## config.mk

```make
export PLATFORM = sky130hd
export DESIGN_NAME = my_arb4way16_flat
export DESIGN_NICKNAME = d
export VERILOG_FILES = /design/src/rtl/my_arb4way16_if.sv /design/src/rtl/my_arb4way16.sv /design/src/flat_wrapper.sv
export SDC_FILE = /design/constraint.sdc
export NUM_CORES = 1
export LEC_CHECK = 0
export ABC_AREA = 1
export BUFFER_PORTS_ARGS = -buffer_cell sky130_fd_sc_hd__buf_2
export CAP_MARGIN = 20
export CORE_AREA = 2 2 51 76
export CTS_CLUSTER_SIZE = 16
export DETAILED_ROUTE_END_ITERATION = 16
export DIE_AREA = 0 0 53 78
export PLACE_DENSITY = 0.82
export SLEW_MARGIN = 5
export SYNTH_ARGS = -nofsm -noshare
export SYNTH_HDL_FRONTEND = slang
export SYNTH_SLANG_ARGS = --single-unit
```

## constraint.sdc

```tcl
create_clock -name clk -period 5.8 [get_ports clk]
set_clock_uncertainty 0.2 [all_clocks]
set_input_delay 0.58 -clock clk [delete_from_list [all_inputs] [get_ports clk]]
set_output_delay 0.58 -clock clk [all_outputs]
set_load 0.05 [all_outputs]
```

## src/rtl/my_arb4way16_if.sv

```systemverilog
// my_arb4way16_if: request/data/grant bundle for the 4-way 16-bit arbiter.
// master = producers+consumer side, slave = arbiter side; lock exists only with ARB_LOCK_EN.
interface my_arb4way16_if;
  logic [3:0]  req;
  logic [15:0] a;
  logic [15:0] b;
  logic [15:0] c;
  logic [15:0] d;
  logic [3:0]  gnt;
  logic [1:0]  sel;
  logic [15:0] out;
  logic        out_valid;
  logic        out_ready;
  logic        busy;
`ifdef ARB_LOCK_EN
  logic        lock;
`endif

  modport master (
    output req, a, b, c, d, out_ready,
`ifdef ARB_LOCK_EN
    output lock,
`endif
    input  gnt, sel, out, out_valid, busy
  );

  modport slave (
    input  req, a, b, c, d, out_ready,
`ifdef ARB_LOCK_EN
    input  lock,
`endif
    output gnt, sel, out, out_valid, busy
  );
endinterface

```

## src/rtl/my_arb4way16.sv

```systemverilog
// my_arb4way16: round-robin 4:1 arbiter over a shared 16-bit mux + one-entry out reg.
// Ports: clk, rst_n (sync, active low), bus (my_arb4way16_if.slave); macro ARB_LOCK_EN adds lock.
module my_arb4way16 #(
  parameter int unsigned RST_PTR = 0
) (
  input  logic         clk,
  input  logic         rst_n,
  my_arb4way16_if.slave bus
);

  typedef enum logic {
    EMPTY = 1'b0,
    FULL  = 1'b1
  } ost_t;

  localparam logic [1:0] RP = 2'(RST_PTR);

  ost_t        st_q, st_d;
  logic [1:0]  ptr_q, ptr_d;
  logic [1:0]  last_sel_q, last_sel_d;
  logic [15:0] out_q, out_d;

  logic        take;
  logic        win;
  logic [1:0]  w;
  logic [3:0]  elig;
  logic [15:0] mux_w;
  logic        out_valid_w;

`ifdef ARB_LOCK_EN
  logic        lock_own_q, lock_own_d;
  logic [1:0]  owner_q, owner_d;
`endif

  assign out_valid_w = (st_q == FULL);
  assign take        = !out_valid_w || bus.out_ready;

`ifdef ARB_LOCK_EN
  // while locked, only the owner may compete
  assign elig = lock_own_q ? (bus.req & (4'b0001 << owner_q))
                           : bus.req;
`else
  assign elig = bus.req;
`endif

  // first set bit scanning up from ptr, wrapping 3->0
  always_comb begin
    win = 1'b0;
    w   = ptr_q;
    for (int k = 0; k < 4; k++) begin
      if (!win && elig[ptr_q + 2'(k)]) begin
        win = 1'b1;
        w   = ptr_q + 2'(k);
      end
    end
    if (!rst_n || !take) begin
      win = 1'b0;
    end
  end

  always_comb begin
    mux_w = bus.a;
    case (w)
      2'd0: mux_w = bus.a;
      2'd1: mux_w = bus.b;
      2'd2: mux_w = bus.c;
      2'd3: mux_w = bus.d;
      default: mux_w = bus.a;
    endcase
  end

  assign bus.gnt       = win ? (4'b0001 << w) : 4'b0000;
  assign bus.sel       = win ? w : last_sel_q;
  assign bus.out       = out_q;
  assign bus.out_valid = out_valid_w;
  assign bus.busy      = out_valid_w || (bus.req != 4'b0000);

  always_comb begin
    st_d       = st_q;
    out_d      = out_q;
    ptr_d      = ptr_q;
    last_sel_d = last_sel_q;
`ifdef ARB_LOCK_EN
    lock_own_d = lock_own_q;
    owner_d    = owner_q;
`endif
    if (win) begin
      st_d       = FULL;
      out_d      = mux_w;
      last_sel_d = w;
      ptr_d      = w + 2'd1;
`ifdef ARB_LOCK_EN
      if (lock_own_q) begin
        if (bus.lock) begin
          ptr_d = ptr_q;
        end else begin
          lock_own_d = 1'b0;
          ptr_d      = owner_q + 2'd1;
        end
      end else if (bus.lock) begin
        lock_own_d = 1'b1;
        owner_d    = w;
        ptr_d      = ptr_q;
      end
`endif
    end else if (out_valid_w && bus.out_ready) begin
      st_d = EMPTY;
    end
`ifdef ARB_LOCK_EN
    // owner walked away: drop the lock (no win is possible here)
    if (lock_own_q && take && !bus.req[owner_q]) begin
      lock_own_d = 1'b0;
      ptr_d      = owner_q + 2'd1;
    end
`endif
  end

  always_ff @(posedge clk) begin
    if (!rst_n) begin
      st_q       <= EMPTY;
      out_q      <= 16'h0000;
      ptr_q      <= RP;
      last_sel_q <= RP;
`ifdef ARB_LOCK_EN
      lock_own_q <= 1'b0;
      owner_q    <= 2'd0;
`endif
    end else begin
      st_q       <= st_d;
      out_q      <= out_d;
      ptr_q      <= ptr_d;
      last_sel_q <= last_sel_d;
`ifdef ARB_LOCK_EN
      lock_own_q <= lock_own_d;
      owner_q    <= owner_d;
`endif
    end
  end

endmodule

```

## src/flat_wrapper.sv

```systemverilog
// flat-port wrapper written by rule: the top's interface ports become plain ports
module my_arb4way16_flat 
#(
  parameter int unsigned RST_PTR = 0
)
  (clk, rst_n, bus_req, bus_a, bus_b, bus_c, bus_d, bus_out_ready, bus_gnt, bus_sel, bus_out, bus_out_valid, bus_busy);
  my_arb4way16_if bus_i ();
  input  logic clk;
  input  logic rst_n;
  input wire logic [$bits(bus_i.req)-1:0] bus_req;
  input wire logic [$bits(bus_i.a)-1:0] bus_a;
  input wire logic [$bits(bus_i.b)-1:0] bus_b;
  input wire logic [$bits(bus_i.c)-1:0] bus_c;
  input wire logic [$bits(bus_i.d)-1:0] bus_d;
  input wire logic [$bits(bus_i.out_ready)-1:0] bus_out_ready;
  output wire logic [$bits(bus_i.gnt)-1:0] bus_gnt;
  output wire logic [$bits(bus_i.sel)-1:0] bus_sel;
  output wire logic [$bits(bus_i.out)-1:0] bus_out;
  output wire logic [$bits(bus_i.out_valid)-1:0] bus_out_valid;
  output wire logic [$bits(bus_i.busy)-1:0] bus_busy;
  assign bus_i.req = bus_req;
  assign bus_i.a = bus_a;
  assign bus_i.b = bus_b;
  assign bus_i.c = bus_c;
  assign bus_i.d = bus_d;
  assign bus_i.out_ready = bus_out_ready;
  assign bus_gnt = bus_i.gnt;
  assign bus_sel = bus_i.sel;
  assign bus_out = bus_i.out;
  assign bus_out_valid = bus_i.out_valid;
  assign bus_busy = bus_i.busy;
  my_arb4way16 #(.RST_PTR(RST_PTR)) u_core (.clk(clk), .rst_n(rst_n), .bus(bus_i));
endmodule
```

# Word-level counts from Yosys, hierarchy flattened
# Index checks and enable logic that the tools add are counted.
# op_classes
addsub,4
magnitude_cmp,4
eq_ne,3
shift,1
n_mux,21
reduce_logical,16
# op_table
op,count
$pmux 16 s4,1
$lt 2x3->1 const B,4
$mux 1,11
$bmux 1 s2,4
$mux 2,4
$logic_not 1->1,6
$add 2x1->2 const B,2
$add 2x2->2 const B,2
$eq 2x2->1 const B,2
$logic_and 1x1->1,4
$mux 4,1
$reduce_bool 4->1,1
$shl 1x2->4 const A,1
$logic_or 1x1->1,3
$eq 2x1->1 const B,1
$logic_not 2->1,1
$reduce_bool 2->1,1
# word_totals
reg_bits,21
output_inout_bits,24
elab_cells,53

# Depth between registers and ports, before layout
# Gate-level depths: netlist of the first run.
# depth
depth_word,14
depth_mapped,21
ltp_nobuf,18

# Worst setup path before layout of the first run
# No wires, ideal clock.
# synth_timing
kind,input port to output port
from,input bus_req[0]
to,output bus_gnt[2]
t_arrival_ps,2626
required_ps,5020
slack_ps,2394
cell_stages,17
path_buffers,2
cell_sequence,nand2_1 nand2_1 nand2_4 nand2_4 nand2_2 nand2_1 nand2_1 nand2_1 nand2_1 nand2_1 nand2_1 inv_1 ha_1 clkbuf_1 buf_2 inv_1 nor2_1
# synth_between
elab_chain_len,14
word_cells_on_any_way,24
cone_classes,shift: 1; mux: 17; reduce/logical: 6
# synth_rtl
element,line_no,text
"start, declared",flat_wrapper.sv:10,input wire logic [$bits(bus_i.req)-1:0] bus_req;
$bmux 1 s2,my_arb4way16.sv:51,if (!win && elig[ptr_q + 2'(k)]) begin
$mux 1 (implied by the code),my_arb4way16.sv:51,
$mux 1,my_arb4way16.sv:51,
$logic_not 1->1,my_arb4way16.sv:51,
$logic_and 1x1->1,my_arb4way16.sv:51,
$mux 1,my_arb4way16.sv:51,
$logic_not 1->1,my_arb4way16.sv:51,
$logic_and 1x1->1,my_arb4way16.sv:51,
$mux 1,my_arb4way16.sv:51,
$logic_not 1->1,my_arb4way16.sv:51,
$logic_and 1x1->1,my_arb4way16.sv:51,
$mux 2 / $mux 1 (equally long branches),my_arb4way16.sv:51,
$shl 1x2->4 / $mux 1 (equally long branches),"my_arb4way16.sv:72, my_arb4way16.sv:56",
$mux 4 *,my_arb4way16.sv:72,assign bus.gnt = win ? (4'b0001 << w) : 4'b0000;
"end, declared",flat_wrapper.sv:16,output wire logic [$bits(bus_i.gnt)-1:0] bus_gnt;
# Every way passes the cells marked *; elsewhere a longest branch is shown, timed or not. The select of a mux whose other input is x is not followed.

# Worst setup path after layout of the first run
# layout_timing
from,register u_core.ptr_q[0]
to,output bus_gnt[2]
# layout_between
elab_chain_len,14
word_cells_on_any_way,27
cone_classes,add/sub: 3; shift: 1; mux: 17; reduce/logical: 6
# layout_rtl
element,line_no,text
"start, declared",my_arb4way16.sv:19,"logic [1:0] ptr_q, ptr_d;"
"start signal, assigned",my_arb4way16.sv:131,ptr_q <= ptr_d;
branches (longest 13 deep; another with $add 2x1->2),-,
$mux 4 *,my_arb4way16.sv:72,
# Mark *: on every way between the ends. The select of a mux whose other input is x is not followed.

==> results of run 1 <==
-- kinds of logic after synthesis --
group	count (synthesis)
xor+xnor	1
simple gates	140
buf+inv	34
compound gates	39
flops	21
fa+ha+maj	5
-- sequential cells by signal (all words and copies together), names as in the netlist --
name	cells
u_core.last_sel_q	2
u_core.bus.out_valid	1
u_core.ptr_q	2
u_core.bus.out	16
-- area by class of cell --
| class | instances | share of cell area [%] |
|---|---|---|
| clock buffers | 3 | 2.02 |
| flip-flops and latches | 21 | 20.6 |
| clock inverters | 1 | 0.245 |
| repair buffers | 95 | 23.4 |
| well taps | 42 | 2.58 |
| multi-input cells | 185 | 47.7 |
| inverters | 18 | 3.43 |
-- critical path: stages (launching register included) --
cell     delay, ps
dfxtp_1        610
inv_4           90
nand2_1         80
nand2_1        120
nand2_4        110
nand2_4         60
inv_1           70
nand3_1         80
nand2_1         90
nand2_1         50
nand2_1         60
nand2_1        120
inv_1          110
ha_1           540
inv_1           90
nor2_1         110
buf_2          270
-- power groups by stage --
| stage | sequential (µW) | combinational (µW) | clock [µW] |
|---|---|---|---|
| 2_1_floorplan | 320 | 592 | 0 |
| 3_3_place_gp | 216 | 855 | 0 |
| 3_5_place_dp | 217 | 865 | 0 |
| 4_1_cts | 214 | 872 | 92.9 |
| 5_1_grt | 220 | 976 | 102 |
| 6_report | 214 | 866 | 92.7 |
-- layer usage --
layer,GRT usage (%),vias to the layer above,part of all wire [%]
met1,28.8,780,41
met5,0,-,0
li1,-,959,-
met2,35.8,64,52
met4,5.13,0,1.4
met3,1.15,6,5.9
-- worst max path at each step --
stage | cells after the start | slack (ps) | start | endpoint
final | 16 | 2120 | u_core.ptr_q[0] | bus_gnt[2]
after global placement | 17 | 2460 | bus_req[0] | bus_gnt[2]
after CTS | 16 | 2110 | u_core.ptr_q[0] | bus_gnt[2]
after detailed placement | 17 | 2400 | bus_req[0] | bus_gnt[2]
after floorplan | 17 | 2390 | bus_req[0] | bus_gnt[2]
after global routing | 16 | 1820 | u_core.ptr_q[0] | bus_gnt[3]
-- per-stage QoR --
stage	power (µW)	setup slack [ps]	utilization, %
6_report	1170	2120	59.7
5_1_grt	1300	1820	59.7
3_3_place_gp	1070	2460	58.4
4_1_cts	1180	2110	59.7
2_1_floorplan	912	2390	-
3_5_place_dp	1080	2400	58.4
-- layout by cell type, fill, tap and decap left out, types with 5 or more instances in the layout --
cell / netlist / layout
buf_2: 7 / 94
nand2_1: 75 / 75
nor2_1: 21 / 21
dfxtp_1: 21 / 21
nand4_1: 18 / 18
o21ai_0: 18 / 18
a211oi_1: 16 / 16
inv_1: 15 / 15
nand2_2: 10 / 10
nand3_1: 7 / 7
ha_1: 5 / 5
==> results.py, run 1 <==
metrics = {
    "sta": {
        "timing.hold.ws_ps": 287,
        "relSlewSlack_pct": 46.7,
        "setup_viol": 0,
        "slew_viol_final": 0,
        "period_needed_ps": 3680,
        "worst_pin_slew_ps": 799,
        "fmax_mhz": 272,
        "rsz0062_at_grt": "no",
        "hold_viol": 0,
        "fin_crit_sh_pct": 63.4,
        "fin_setup_tns_ps": 0,
    },
    "global_routing": {
        "grt_max_degree": 39,
        "gr-total-overflow": 0,
        "grt.total_usage_pct": 21.2,
        "grt_pass1_vias": 1585,
        "grt_pass1_wl_um": 6920,
        "antenna_found_initial": 0,
    },
    "min_path": {
        "min_to": "u_core.last_sel_q[0]",
        "hold_path_depth": 2,
        "hold_path_class": "register to register",
        "min_from": "u_core.last_sel_q[0]",
    },
    "setup_path": {
        "worstPathMaxFanout": 17,
        "regToRegSetupSlack_ps": 2620,
        "end_kind": "output pin",
        "ff2ff_path_depth": 15,
        "start_kind": "register",
        "worstReg2RegStart": "u_core.ptr_q[0]",
        "critPathKind": "register to output pin",
        "r2r-end": "u_core.bus.out[13]",
        "arrival_ps": 2900,
        "required_ps": 5020,
    },
    "yosys": {
        "muxShareOfSynthArea_pct": 0,
        "ys_warn_count": 0,
        "avgSynthCellArea_um2": 6.40,
        "synth_edf_count": 0,
        "synth-compound-area-share_pct": 15.6,
        "ys_types": 27,
        "yosys-top-cells-area": "dfxtp_1 27%, nand2_1 18%, a211oi_1 7.8%, nand4_1 7.3%, o21ai_0 5.9%",
        "yosysTopAreaCell": "dfxtp_1",
        "synthAdderAreaFrac_pct": 4.07,
        "synth_simple_gate_area_share_pct": 42.4,
        "async_reset_ff_share_pct": 0,
        "synthFlopType": "dfxtp_1",
        "yosysMostFrequentCell": "nand2_1",
        "synth_top_family_by_area": "simple AND/OR/NAND/NOR gates",
        "ys_seq_elements": 21,
        "synth-seq-area-share_pct": 27.4,
        "synthesis.area_um2": 1540,
        "syn_inst": 240,
        "synth_common_cells": "75 x nand2_1, 21 x dfxtp_1, 21 x nor2_1, 18 x nand4_1, 18 x o21ai_0",
        "synthXorXnorAreaFrac_pct": 1.06,
        "syn_nets": 316,
        "synth_top_area_share_pct": 27.4,
    },
    "place": {
        "dpl.hpwl_um": 3370,
        "dpl_cell_area_um2": 1990,
        "dpl.cell_count": 361,
        "place.gp.congestion": 0.799,
        "port_buffers": 94,
    },
    "die": {
        "die_area_um2": 4130,
        "rows": 26,
        "start_util_pct": 44.9,
        "die_w_um": 53,
        "core-area_um2": 3420,
        "pin_count": 95,
        "die_y_um": 78,
    },
    "clock_network": {
        "cts_setup_buffers": 0,
        "numCtsBuffers": 3,
        "htree_levels": 1,
        "post_cts_resized": 0,
        "cts-root-buf": "clkbuf_8",
        "cts_sinks": 21,
        "cts_tree": "built",
        "ctsHoldBuffers": 0,
        "clk-insertion-delay-late_ps": 250,
        "clkTransAtPathRegs_ps": 70,
        "cts.path.max_buffers": 2,
    },
    "pwr": {
        "switching_power_uw": 673,
        "ir_drop_mv": 0.333,
        "p_leak_uw": 0.00105,
        "p_int_uw": 499,
        "p_sw_share_pct": 57.4,
        "comb_power_share_pct": 73.9,
        "seqPwrFrac_pct": 18.2,
        "power_frac_clock_pct": 7.9,
        "power.density_nw_per_um2": 575,
    },
    "finish": {
        "register_area_um2": 420,
        "layout.nets": 400,
        "nFillCells": 354,
        "area_growth_pct": 32.9,
        "multi_input_area_um2": 973,
        "diodes": 0,
        "final_cells": 365,
        "drive_above_1_share_pct": 37.5,
        "final_cell_area_um2": 2040,
    },
    "flow_run": {
        "cap_viol_max_count": 0,
    },
    "routing": {
        "num_vias": 1809,
        "post_drt_wl_per_cell_um": 11.2,
        "firstDrtPassIters": 4,
        "drc": 0,
        "routed_wl_um": 4090,
        "detail-route-antenna-nets": 0,
        "drt_iter0_markers": 26,
        "avgViaCountPerCell": 4.96,
    },
    "outcome": {
        "status": "finished, final reports clean",
    },
}
No activity file was read; power rests on OpenSTA's default activity.
==> inputs of run 2 (changes only) <==
--- a/config.mk
+++ b/config.mk
@@ -8,11 +8,11 @@
 export ABC_AREA = 1
 export BUFFER_PORTS_ARGS = -buffer_cell sky130_fd_sc_hd__buf_2
 export CAP_MARGIN = 20
-export CORE_AREA = 2 2 51 76
+export CORE_AREA = 2 2 52 79
 export CTS_CLUSTER_SIZE = 16
 export DETAILED_ROUTE_END_ITERATION = 16
-export DIE_AREA = 0 0 53 78
-export PLACE_DENSITY = 0.82
+export DIE_AREA = 0 0 54 81
+export PLACE_DENSITY = 0.78
 export SLEW_MARGIN = 5
 export SYNTH_ARGS = -nofsm -noshare
 export SYNTH_HDL_FRONTEND = slang
==> constraint.sdc (replaced) <==
create_clock -name clk -period 3.6 [get_ports clk]
set_clock_uncertainty 0.2 [all_clocks]
set_input_delay 0.36 -clock clk [delete_from_list [all_inputs] [get_ports clk]]
set_output_delay 0.36 -clock clk [all_outputs]
set_load 0.05 [all_outputs]
==> run 2 against run 1 <==
  * Count of clock-buffer cells in the layout unchanged
  * Routed wire length up 2.0%
  * Global-route usage down 1.8 points
  * Sequential cell count unchanged
  * First-iteration DRC count up 12%
  * Final cell count up 1.9%
  * Largest cell class unchanged
  * Register-to-register slack worse by 2000 ps
  * Design area up 1.7%
  * Largest power group unchanged
==> results.py, run 2 (same netlist as run 1, synthesis figures left out) <==
metrics = {
    "die": {
        "rows": 28,
        "core-area_um2": 3780,
        "pin_count": 95,
        "start_util_pct": 40.6,
        "die_area_um2": 4370,
        "die_y_um": 81,
        "die_w_um": 54,
    },
    "global_routing": {
        "grt_pass1_wl_um": 6560,
        "grt_max_degree": 33,
        "grt_pass1_vias": 1648,
        "gr-total-overflow": 0,
        "grt.total_usage_pct": 19.4,
        "antenna_found_initial": 0,
    },
    "sta": {
        "worst_slack_ps": 363,
        "fin_crit_sh_pct": 89.9,
        "hold_viol": 0,
        "setup_viol": 0,
        "relSlewSlack_pct": 34.1,
        "fmax_mhz": 309,
        "fin_setup_tns_ps": 0,
        "worst_pin_slew_ps": 983,
        "timing.hold.ws_ps": 162,
        "rsz0062_at_grt": "no",
        "period_needed_ps": 3240,
        "slew_viol_final": 0,
    },
    "pwr": {
        "p_leak_uw": 0.00107,
        "comb_power_share_pct": 74.2,
        "switching_power_uw": 1080,
        "p_int_uw": 826,
        "power.density_nw_per_um2": 917,
        "power_frac_clock_pct": 7.9,
        "ir_drop_mv": 0.593,
        "p_total_uw": 1900,
        "seqPwrFrac_pct": 18.0,
        "p_sw_share_pct": 56.6,
    },
    "routing": {
        "post_drt_wl_per_cell_um": 11.2,
        "avgViaCountPerCell": 4.94,
        "drc": 0,
        "drt_iter0_markers": 29,
        "routed_wl_um": 4170,
        "firstDrtPassIters": 4,
        "num_vias": 1837,
        "detail-route-antenna-nets": 0,
    },
    "place": {
        "port_buffers": 94,
        "dpl.cell_count": 368,
        "post-place-ws_ps": 611,
        "place.gp.congestion": 0.755,
        "dpl.hpwl_um": 3380,
    },
    "setup_path": {
        "arrival_ps": 2680,
        "required_ps": 3040,
        "slowest_stage": "dfxtp_1",
        "crit_chain": "nand2_1 -> nand2_1 -> nand2_4 -> nand2_4 -> nand2_2 -> nand2_1 -> nand2_1 -> nand2_1 -> nand2_1 -> nand2_1 -> nand2_1 -> inv_1 -> ha_1 -> inv_1 -> nor2_1 -> buf_2",
        "cp_common_cell": "nand2_1",
        "max_stage_delay_ps": 600,
        "worstPathMaxFanout": 10,
        "start_kind": "register",
        "end_kind": "output pin",
        "critPathKind": "register to output pin",
        "ff2ff_path_depth": 15,
    },
    "clock_network": {
        "cts_sinks": 21,
        "htree_levels": 1,
        "cts-root-buf": "clkbuf_8",
        "numCtsBuffers": 3,
        "cts.path.max_buffers": 2,
        "clkTransAtPathRegs_ps": 80,
        "ctsHoldBuffers": 0,
        "clk-insertion-delay-late_ps": 250,
        "cts_setup_buffers": 0,
        "post_cts_resized": 0,
        "cts_tree": "built",
    },
    "finish": {
        "final_cells": 372,
        "diodes": 0,
        "final_cell_mix": "94 x buf_2, 75 x nand2_1, 21 x nor2_1, 21 x dfxtp_1",
        "largest_register_ffs": 16,
        "drive_above_1_share_pct": 38.2,
        "layout.nets": 404,
        "final_common_cell": "buf_2",
        "area_growth_pct": 35.1,
    },
    "min_path": {
        "hold_path_class": "input port to register",
        "hold_path_depth": 3,
    },
    "outcome": {
        "status": "finished, final reports clean",
    },
    "flow_run": {
        "cap_viol_max_count": 0,
    },
}
-- run 2: cell type report --
class                   count  area, µm²
clock buffers               3       41.3
clock inverters             1       5.00
fillers                   405       1710
inverters                  18       70.1
multi-input cells         185        973
flip-flops and latches     21        420
well taps                  45       56.3
repair buffers             99        508
-- run 2: power groups by stage --
stage | logic (µW) | registers (µW) | clock network, µW
2_1_floorplan | 954 | 516 | 0
3_3_place_gp | 1400 | 345 | 0
3_5_place_dp | 1420 | 346 | 0
4_1_cts | 1430 | 341 | 153
5_1_grt | 1580 | 349 | 163
6_report | 1410 | 342 | 150
-- run 2: final timing paths --
path / endpoint / from / slack (ps)
setup / recovery: bus_gnt[2] / u_core.ptr_q[0] / 360
hold / removal: u_core.bus.out_valid / rst_n / 160
setup reg to reg: u_core.bus.out[5] / u_core.ptr_q[0] / 580
hold reg to reg: u_core.last_sel_q[0] / u_core.last_sel_q[0] / 280
-- run 2: routing by layer --
layer	track usage (%)	part of all wire [%]	wire (µm)	up-vias
li1	-	-	-	970
met4	10.0	2.5	104	0
met3	1.10	3.8	158	10
met2	35.1	54	2260	49
met1	21.9	39	1640	808
met5	0	0	0	-
-- run 2: worst max-delay path: cells and delay by family (launching register included) --
family	cells	cell delay [ps]
and+or+nand+nor	12	1000
DFF	1	600
buffers and inverters	3	450
adders and majority gates	1	380
-- run 2: through the flow --
step	util (%)	cell area, µm²
2_1_floorplan	-	1540
3_3_place_gp	53.6	2030
3_5_place_dp	53.6	2030
4_1_cts	54.8	2070
5_1_grt	54.8	2070
6_report	54.8	2070
==> inputs of run 3 (changes only) <==
--- a/config.mk
+++ b/config.mk
@@ -5,14 +5,13 @@
 export SDC_FILE = /design/constraint.sdc
 export NUM_CORES = 1
 export LEC_CHECK = 0
-export ABC_AREA = 1
 export BUFFER_PORTS_ARGS = -buffer_cell sky130_fd_sc_hd__buf_2
 export CAP_MARGIN = 20
-export CORE_AREA = 2 2 52 79
+export CORE_AREA = 2 2 51 77
 export CTS_CLUSTER_SIZE = 16
 export DETAILED_ROUTE_END_ITERATION = 16
-export DIE_AREA = 0 0 54 81
-export PLACE_DENSITY = 0.78
+export DIE_AREA = 0 0 53 79
+export PLACE_DENSITY = 0.77
 export SLEW_MARGIN = 5
 export SYNTH_ARGS = -nofsm -noshare
 export SYNTH_HDL_FRONTEND = slang
==> run 3 against run 2 <==
  * Clock power is 3% higher
  * Worst setup slack better by 320 ps
  * Design area is 8.7% lower
  * Non-clock buffer count is 1 lower
  * Sequential power is 8.5% lower
  * Register-to-register slack better by 480 ps
  * Via count is 11% lower
  * Critical endpoint unchanged
  * Die area is 4.3% lower
  * Count of clock-buffer cells in the layout is 1 higher
==> results.py, run 3 <==
metrics = {
    "yosys": {
        "ys_warn_count": 0,
        "syn_inst": 176,
        "yosys-top-cells-area": "dfxtp_1 30%, nand2_1 14%, a222oi_1 11%, o21ai_2 9.4%, o21ai_0 6.5%",
        "yosysMostFrequentCell": "nand2_1",
        "ys_seq_elements": 21,
        "synthesis.area_um2": 1390,
        "ys_types": 31,
        "avgSynthCellArea_um2": 7.92,
        "synth_top_area_share_pct": 30.2,
        "synth-seq-area-share_pct": 30.2,
        "synthFlopType": "dfxtp_1",
        "yosysTopAreaCell": "dfxtp_1",
        "syn_nets": 252,
        "synth_common_cells": "51 x nand2_1, 21 x dfxtp_1, 18 x o21ai_0, 16 x a222oi_1, 15 x o21ai_2",
        "async_reset_ff_share_pct": 0,
        "synth_edf_count": 0,
    },
    "setup_path": {
        "regToRegSetupSlack_ps": 1060,
        "crit_chain": "nor2b_1 -> o21ai_0 -> and3_1 -> inv_1 -> ha_1 -> and2_4 -> buf_2",
        "r2r-end": "u_core.bus.out[2]",
        "ff2ff_path_depth": 9,
        "required_ps": 3040,
        "max_stage_delay_ps": 600,
        "worstReg2RegStart": "u_core.ptr_q[1]",
        "slowest_stage": "ha_1",
        "startpoint": "u_core.ptr_q[0]",
        "critPathKind": "register to output pin",
        "end_kind": "output pin",
        "start_kind": "register",
        "arrival_ps": 2350,
        "worstPathMaxFanout": 17,
    },
    "flow_run": {
        "cap_viol_max_count": 0,
    },
    "routing": {
        "avgViaCountPerCell": 5.39,
        "post_drt_wl_per_cell_um": 13.1,
        "detail-route-antenna-nets": 0,
        "num_vias": 1643,
        "drt_iter0_markers": 76,
        "drc": 0,
        "firstDrtPassIters": 5,
        "routed_wl_um": 4000,
    },
    "clock_network": {
        "clk-insertion-delay-late_ps": 260,
        "cts.path.max_buffers": 2,
        "post_cts_resized": 0,
        "numCtsBuffers": 3,
        "htree_levels": 1,
        "clkTransAtPathRegs_ps": 80,
        "cts_tree": "built",
        "cts_sinks": 21,
        "cts_setup_buffers": 0,
        "ctsHoldBuffers": 0,
        "cts-root-buf": "clkbuf_8",
    },
    "die": {
        "pin_count": 95,
        "die_y_um": 79,
        "start_util_pct": 39.3,
        "die_w_um": 53,
        "die_area_um2": 4190,
        "core-area_um2": 3550,
        "rows": 27,
    },
    "pwr": {
        "seqPwrFrac_pct": 29.4,
        "p_sw_share_pct": 48.1,
        "comb_power_share_pct": 56.1,
        "power.density_nw_per_um2": 563,
        "power_frac_clock_pct": 14.5,
        "p_int_uw": 553,
        "ir_drop_mv": 0.288,
        "switching_power_uw": 512,
        "p_leak_uw": 0.000940,
    },
    "finish": {
        "nFillCells": 393,
        "multi_input_area_um2": 862,
        "drive_above_1_share_pct": 47.3,
        "largest_register_ffs": 16,
        "diodes": 0,
        "final_common_cell": "buf_2",
        "area_growth_pct": 35.8,
        "final_cell_area_um2": 1890,
        "register_area_um2": 420,
        "layout.nets": 339,
        "final_cell_mix": "94 x buf_2, 51 x nand2_1, 21 x dfxtp_1",
    },
    "sta": {
        "period_needed_ps": 2910,
        "fin_crit_sh_pct": 80.9,
        "fin_setup_tns_ps": 0,
        "relSlewSlack_pct": 54.8,
        "worst_slack_ps": 688,
        "rsz0062_at_grt": "no",
        "fmax_mhz": 343,
        "hold_viol": 0,
        "setup_viol": 0,
        "worst_pin_slew_ps": 678,
        "slew_viol_final": 0,
    },
    "place": {
        "port_buffers": 94,
        "post-place-ws_ps": 784,
        "dpl.hpwl_um": 3080,
        "dpl_cell_area_um2": 1850,
        "place.gp.congestion": 0.792,
    },
    "global_routing": {
        "grt_max_degree": 33,
        "grt.total_usage_pct": 20.5,
        "grt_pass1_wl_um": 6510,
        "grt_pass1_vias": 1510,
        "antenna_found_initial": 0,
        "gr-total-overflow": 0,
    },
    "min_path": {
        "hold_path_class": "input port to register",
        "min_to": "u_core.bus.out_valid",
        "min_from": "bus_out_ready",
        "hold_path_depth": 3,
    },
    "outcome": {
        "status": "finished, final reports clean",
    },
}
-- run 3: changes by cell type after synthesis, sizes merged, moves of 14 or more --
cell	previous run	this run
inv	17	3
a222oi	0	16
nand2	87	51
a211oi	16	0
nand4	18	1
nor2	22	3
o21ai	20	35
-- run 3: cells by family after synthesis --
family          count (synthesis)  synth area share, %
fa+ha+maj                       5                 4.49
flops                          21                 30.2
buf+inv                        19                 8.08
compound gates                 61                 33.4
simple gates                   70                 23.9
-- run 3: worst max path at each step --
stage	to	slack (ps)	depth (start not counted)
4_1_cts	bus_gnt[2]	680	7
2_1_floorplan	bus_sel[1]	1080	5
6_report	bus_gnt[2]	690	7
3_5_place_dp	bus_gnt[2]	780	8
5_1_grt	bus_gnt[3]	530	7
3_3_place_gp	bus_gnt[2]	850	8
-- run 3: through the flow --
| step | utilization (%) | hold WS (ps) | instances | power (µW) |
|---|---|---|---|---|
| after floorplan | - | 263 | 176 | 775 |
| after global placement | 52.1 | 237 | 301 | 909 |
| after detailed placement | 52.1 | 241 | 301 | 918 |
| after CTS | 53.4 | 184 | 305 | 1070 |
| after global routing | 53.4 | 204 | 305 | 1150 |
| final | 53.4 | 185 | 305 | 1070 |
-- run 3: power groups by stage --
stage	logic, µW	clock network (µW)	registers (µW)
after global placement	593	0	316
after global routing	655	171	319
final	597	154	313
after detailed placement	601	0	317
after CTS	601	159	313
after floorplan	307	0	467
-- run 3: metal layers --
metal | wire, µm | vias up | track usage, %
met5 | 0 | - | 0
met4 | 64 | 0 | 9.49
met3 | 223 | 4 | 2.26
met2 | 2200 | 52 | 38.1
met1 | 1520 | 773 | 21.9
li1 | - | 814 | -
-- run 3: layout make-up --
type	count	share of cell area, %
clock buffers	4	2.38
inverters	3	0.595
multi-input cells	136	45.5
flip-flops and latches	21	22.2
well taps	43	2.84
repair buffers	98	26.4
-- run 3: critical path: cells and delay by family (launching register included) --
kind | cells | cell delay (ps)
adders and majority gates | 1 | 600
buffers and inverters | 2 | 360
AOI/OAI and AO/OA | 1 | 130
DFF | 1 | 350
and+or+nand+nor | 3 | 650
